$ cat config.mk
export PLATFORM = sky130hd
export DESIGN_NAME = id_stage_ctrl_pipe
export DESIGN_NICKNAME = d
export VERILOG_FILES = /design/src/rtl/id_stage_ctrl_pipe.sv
export SDC_FILE = /design/constraint.sdc
export NUM_CORES = 1
export LEC_CHECK = 0
export CORE_ASPECT_RATIO = 1.2
export CORE_MARGIN = 3
export CORE_UTILIZATION = 43
export DETAILED_ROUTE_END_ITERATION = 8
export GPL_TIMING_DRIVEN = 0
export PLACE_DENSITY = 0.79
export SLEW_MARGIN = 25
export SYNTH_ARGS = -nofsm -noshare
export SYNTH_HDL_FRONTEND = slang
export SYNTH_SLANG_ARGS = --single-unit
$ cat constraint.sdc
create_clock -name clk -period 2.37 [get_ports clk]
set_input_delay 0.5925 -clock clk [delete_from_list [all_inputs] [get_ports clk]]
set_output_delay 0.5925 -clock clk [all_outputs]
set_load 0.03 [all_outputs]
$ cat src/rtl/id_stage_ctrl_pipe.sv
// Carries the decoded control word from ID through EX/MEM/WB. Inserts bubbles for
// load-use hazards and taken-branch flushes, and counts them with a saturating counter.
module id_stage_ctrl_pipe #(
  parameter int CNT_W = 16
) (
  input  logic             clk,
  input  logic             rst_n,
  input  logic [31:0]      id_instr,
  input  logic [7:0]       id_ctrl,
  input  logic             id_valid,
  input  logic             ex_branch_taken,
  input  logic             freeze,
  output logic             hazard_stall,
  output logic             flush_id,
  output logic             ex_valid,
  output logic             ex_alusrc,
  output logic             ex_branch,
  output logic [1:0]       ex_aluop,
  output logic [3:0]       ex_funct,
  output logic [4:0]       ex_rd,
  output logic             mem_valid,
  output logic             mem_memread,
  output logic             mem_memwrite,
  output logic [4:0]       mem_rd,
  output logic             wb_valid,
  output logic             wb_regwrite,
  output logic             wb_memtoreg,
  output logic [4:0]       wb_rd,
  output logic [CNT_W-1:0] bubble_cnt
);

  logic [4:0] rs1, rs2, rd;
  logic [6:0] opcode;
  logic       uses_rs1, uses_rs2;
  logic       load_use, bubble;

  // EX-stage control that only feeds later stages
  logic ex_memread, ex_memwrite, ex_regwrite, ex_memtoreg;
  logic mem_regwrite, mem_memtoreg;

  // Sanitised ID values presented to the EX register
  logic       n_valid, n_alusrc, n_branch, n_memread, n_memwrite, n_regwrite, n_memtoreg;
  logic [1:0] n_aluop;
  logic [3:0] n_funct;
  logic [4:0] n_rd;

  logic unused_instr_bits;
  assign unused_instr_bits = &{1'b0, id_instr[31], id_instr[29:25]};

  assign rs1    = id_instr[19:15];
  assign rs2    = id_instr[24:20];
  assign rd     = id_instr[11:7];
  assign opcode = id_instr[6:0];

  always_comb begin
    uses_rs1 = 1'b0;
    uses_rs2 = 1'b0;
    case (opcode)
      7'b0110011: begin uses_rs1 = 1'b1; uses_rs2 = 1'b1; end
      7'b0100011: begin uses_rs1 = 1'b1; uses_rs2 = 1'b1; end
      7'b1100011: begin uses_rs1 = 1'b1; uses_rs2 = 1'b1; end
      7'b0010011: uses_rs1 = 1'b1;
      7'b0000011: uses_rs1 = 1'b1;
      default: ;
    endcase
  end

  assign flush_id = ex_valid & ex_branch_taken & ~freeze;
  assign load_use = ex_valid & ex_memread & (ex_rd != 5'd0) &
                    ((uses_rs1 & (ex_rd == rs1)) | (uses_rs2 & (ex_rd == rs2))) & id_valid;
  // A flushed dependent is squashed anyway, so flush wins over stall.
  assign hazard_stall = load_use & ~flush_id & ~freeze;
  assign bubble       = flush_id | hazard_stall;

  always_comb begin
    n_valid    = id_valid;
    n_alusrc   = id_valid & id_ctrl[0];
    n_regwrite = id_valid & id_ctrl[2] & (rd != 5'd0);
    n_memtoreg = id_ctrl[1] & n_regwrite;
    n_memread  = id_valid & id_ctrl[3];
    n_memwrite = id_valid & id_ctrl[4];
    n_branch   = id_valid & id_ctrl[5];
    n_aluop    = id_valid ? id_ctrl[7:6] : 2'b00;
    n_funct    = id_valid ? {id_instr[30], id_instr[14:12]} : 4'd0;
    n_rd       = id_valid ? rd : 5'd0;
  end

  always_ff @(posedge clk or negedge rst_n) begin
    if (!rst_n) begin
      ex_valid     <= 1'b0;
      ex_alusrc    <= 1'b0;
      ex_branch    <= 1'b0;
      ex_aluop     <= 2'b00;
      ex_funct     <= 4'd0;
      ex_rd        <= 5'd0;
      ex_memread   <= 1'b0;
      ex_memwrite  <= 1'b0;
      ex_regwrite  <= 1'b0;
      ex_memtoreg  <= 1'b0;
      mem_valid    <= 1'b0;
      mem_memread  <= 1'b0;
      mem_memwrite <= 1'b0;
      mem_rd       <= 5'd0;
      mem_regwrite <= 1'b0;
      mem_memtoreg <= 1'b0;
      wb_valid     <= 1'b0;
      wb_regwrite  <= 1'b0;
      wb_memtoreg  <= 1'b0;
      wb_rd        <= 5'd0;
      bubble_cnt   <= '0;
    end else if (!freeze) begin
      if (bubble) begin
        ex_valid    <= 1'b0;
        ex_alusrc   <= 1'b0;
        ex_branch   <= 1'b0;
        ex_aluop    <= 2'b00;
        ex_funct    <= 4'd0;
        ex_rd       <= 5'd0;
        ex_memread  <= 1'b0;
        ex_memwrite <= 1'b0;
        ex_regwrite <= 1'b0;
        ex_memtoreg <= 1'b0;
        if (bubble_cnt != {CNT_W{1'b1}})
          bubble_cnt <= bubble_cnt + {{(CNT_W-1){1'b0}}, 1'b1};
      end else begin
        ex_valid    <= n_valid;
        ex_alusrc   <= n_alusrc;
        ex_branch   <= n_branch;
        ex_aluop    <= n_aluop;
        ex_funct    <= n_funct;
        ex_rd       <= n_rd;
        ex_memread  <= n_memread;
        ex_memwrite <= n_memwrite;
        ex_regwrite <= n_regwrite;
        ex_memtoreg <= n_memtoreg;
      end
      mem_valid    <= ex_valid;
      mem_memread  <= ex_memread;
      mem_memwrite <= ex_memwrite;
      mem_rd       <= ex_rd;
      mem_regwrite <= ex_regwrite;
      mem_memtoreg <= ex_memtoreg;
      wb_valid     <= mem_valid;
      wb_regwrite  <= mem_regwrite;
      wb_memtoreg  <= mem_memtoreg;
      wb_rd        <= mem_rd;
    end
  end

endmodule

==> impl_metrics.csv <==
group,metric,value,unit
detailed_routing,wl_per_cell,15.8,um
finish,nets,328,
sta,fin_crit,2.40,ns
clock_network,path_clk_slew,0.10,ns
place,placedCellCount,323,
critical_path,regToRegSetupSlack,0.24,ns
power,clkPwrFrac,23.0,%
synth,synth_area_leaders,"dfrtp_1, mux2_2, a22o_1",
power,p_int,0.00153,W
synth,ys_seq_area_share,55.2,%
synth,synthArstFlopShare,100,%
place,routabilityCongestion,0.772,
sta,finalWorstSetupSlack,-0.0311,ns
finish,fin_util,68.5,%
detailed_routing,dr.pass1.iters,4,
critical_path,cp_cell_sequence,"clkdlybuf4s50_1 -> xnor2_1 -> nand3_1 -> o22ai_2 -> and2_4 -> buf_6",
power,p_per_area,655,mW/mm^2
global_route,grt_overflow,0,
synth,syn_area,0.00236,sq mm
hold_path,min_path_type,"input pin to asynchronous set/reset pin",
clock_network,hold_buffers,0,
finish,fillers,375,
clock_network,clock_latency,0.31,ns
synth,synth_seq_cells,52,
sta,fmax,416,MHz
critical_path,critical-path-top-delay-family,"buffers and inverters",
detailed_routing,via_per_inst,5.23,
finish,layout.cells.non_filler,343,
power,ir_drop,447,uV
floorplanning,io_pins,93,
critical_path,critPathMaxFanout,2,
sta,grt_setup_unrepaired,"true",
synth,yosysMostFrequentCell,"dfrtp_1",
sta,slew_headroom,57.3,%
global_route,grt_pass1_vias,1914,
global_route,grt_max_degree,53,
critical_path,cp.depth,6,
clock_network,cts-root-buf,"clkbuf_8",
detailed_routing,vias,1794,
global_route,grt_pass1_wl,8.80,mm
synth,synth_top_area_share,55.2,%
clock_network,cts_tree,"built",
power,p_leak,1.60,nW
place,place_area,0.00329,sq mm
synth,syn_nets,223,
synth,syn-instance-count,177,
synth,synth_ff_type,"dfrtp_1",
run,maxCapViolCount,0,
power,share_seq_of_total_power,46.8,%
critical_path,rr_worst_depth,8,
critical_path,slowest_delay,0.49,ns
clock_network,cts_buffer_depth,2,
synth,syn-mean-instance-area,13.3,sq um
place,portBuffers,86,
floorplanning,die-height,87.1,um
floorplanning,fp-row-count,28,
detailed_routing,drt_iter0_drc,73,
sta,clock_skew,0.00711,ns
synth,ys_types,35,
sta,setup_viol_count_final,1,
outcome,violations,"negative setup slack",
finish,insertedDiodeCount,0,
detailed_routing,ant_nets,0,
floorplanning,die_area,0.00641,sq mm
clock_network,clkSinkCount,52,
critical_path,cp-start-kind,"input pin",
power,p_sw_share,33.2,%
clock_network,cts_made_buffers,5,
global_route,grt_usage,17.6,%
sta,timing.setup.tns,-0.0311,ns
sta,fin_crit_sh,101,%
critical_path,crit_required,1.78,ns
finish,synthToLayoutAreaGrowth,48.8,%
clock_network,cts_htree_levels,2,
power,switching_power,0.000761,W
critical_path,cp-end-kind,"primary output",
detailed_routing,drt-total-wl,5.43,mm
floorplanning,start_util,46.1,%
critical_path,critPathSlowestCell,"clkdlybuf4s50_1",
floorplanning,die_x,73.6,um
floorplanning,core,0.00511,sq mm
synth,synth_area_leader_cell,"dfrtp_1",
synth,netlist_top_cells_count,"dfrtp_1, mux2_2, a22o_1, xor2_1, xnor2_1",
power,power.total,0.00229,W
global_route,grt_antenna_before_repair,0,
critical_path,critPathKind,"input pin to primary output",
critical_path,crit_arrival,1.81,ns
finish,seq_area,0.00131,sq mm
synth,synth_edf_count,0,
finish,multi_input_area,0.00103,sq mm
finish,drive_gt1_share,26.5,%
power,power.share.combinational,30.2,%
synth,synth_warnings,0,
outcome,status,"finished, violations left",
detailed_routing,drc,0,
sta,worst_pin_slew,0.641,ns
critical_path,cp.buffers_inverters,2,
place,dp_hpwl,3.91,mm
finish,final_area,0.00350,sq mm
sta,drv_slew,0,
sta,timing.final.hold_violations,0,
==> flip-flops by register name, summed over array words and instances (netlist names), 2 cells and up <==
register and cells:
ex_funct 4, wb_rd 5, mem_rd 5, ex_rd 5, ex_aluop 2, bubble_cnt 16
==> power by group through the flow <==
stage | Clock (W) | Combinational (W) | Sequential [W]
after floorplan | 0 | 0.000182 | 0.00126
after global placement | 0 | 0.000654 | 0.00109
after detailed placement | 0 | 0.000672 | 0.00109
after CTS | 0.000549 | 0.000682 | 0.00108
after global routing | 0.000572 | 0.000741 | 0.00109
final | 0.000528 | 0.000692 | 0.00107
==> worst register-to-register path, stage by stage, from the launching register on <==
cell and delay (ns):
dfrtp_2 0.44, or4_4 0.54, nor2_2 0.14, a2111oi_4 0.06, buf_4 0.16, a21oi_4 0.25, buf_6 0.22, nor3_2 0.07
xor2_1 0.14
==> cell usage in the layout, fill, tap and decap left out, types with 2 or more instances in the layout <==
cell type	instances
dfrtp_1	48
nor4_1	2
buf_4	14
nor2_1	3
nand2_1	8
a21o_1	2
clkbuf_8	5
nor3_2	9
nand4_1	4
clkbuf_1	3
and3_1	2
xnor2_1	11
xor2_1	13
inv_6	2
dfrtp_2	4
buf_6	3
dlygate4sd2_1	6
clkdlybuf4s50_1	70
mux2_2	20
a22o_1	16
buf_2	2
dlymetal6s2s_1	5
nand3_1	7
==> routing by layer <==
layer | up-vias | share of wire (%) | GRT usage, %
met5 | - | 0 | 0
li1 | 851 | - | -
met3 | 4 | 8.4 | 5.43
met1 | 869 | 41 | 21.1
met4 | 0 | 1.2 | 5.93
met2 | 70 | 49 | 29.7
==> per-stage QoR <==
| step | worst slack (ns) | hold slack [ns] |
|---|---|---|
| detailed placement | -0.921 | 0.475 |
| finish | -0.0311 | 0.292 |
| floorplan | 0.0902 | 0.297 |
| global placement | -0.893 | 0.459 |
| CTS | -0.0447 | 0.318 |
| global route | -0.0922 | 0.349 |
==> worst paths after layout <==
check	start	end
setup / recovery	id_instr[15]	hazard_stall
hold / removal	rst_n	bubble_cnt[6]
setup reg to reg	ex_rd[1]	bubble_cnt[9]
hold reg to reg	ex_regwrite	ex_regwrite
max in group asynchronous	rst_n	ex_rd[2]
min in group clk	ex_regwrite	ex_regwrite
==> cell families (layout without fill, tap and decap cells) <==
group           after synthesis  after routing  share of synthesized area, %
flops                        52             52                          55.2
simple gates                 49             49                          14.3
xor+xnor                     24             24                          8.92
compound gates               23             23                          9.51
mux                          20             20                          9.56
buf+inv                       8            114                          1.91
fa+ha+maj                     1              1                         0.531
==> final cells by class <==
| type | instances | area share, % |
|---|---|---|
| Sequential cell | 52 | 37.3 |
| Buffer | 7 | 1.21 |
| Inverter | 1 | 0.107 |
| Multi-Input combinational cell | 117 | 29.5 |
| Clock inverter | 3 | 0.750 |
| Tap cell | 60 | 2.14 |
| Timing Repair Buffer | 98 | 27.1 |
| Clock buffer | 5 | 1.96 |
==> repair_timing <==
action,4_1_cts,5_1_grt
endpoints found under the hold margin,0,0
setup endpoints to repair,2,1
resized for setup,27,11
cloned,0,0
buffers inserted,6,6
pin swaps,6,9
(Power assumes the default switching activity.)
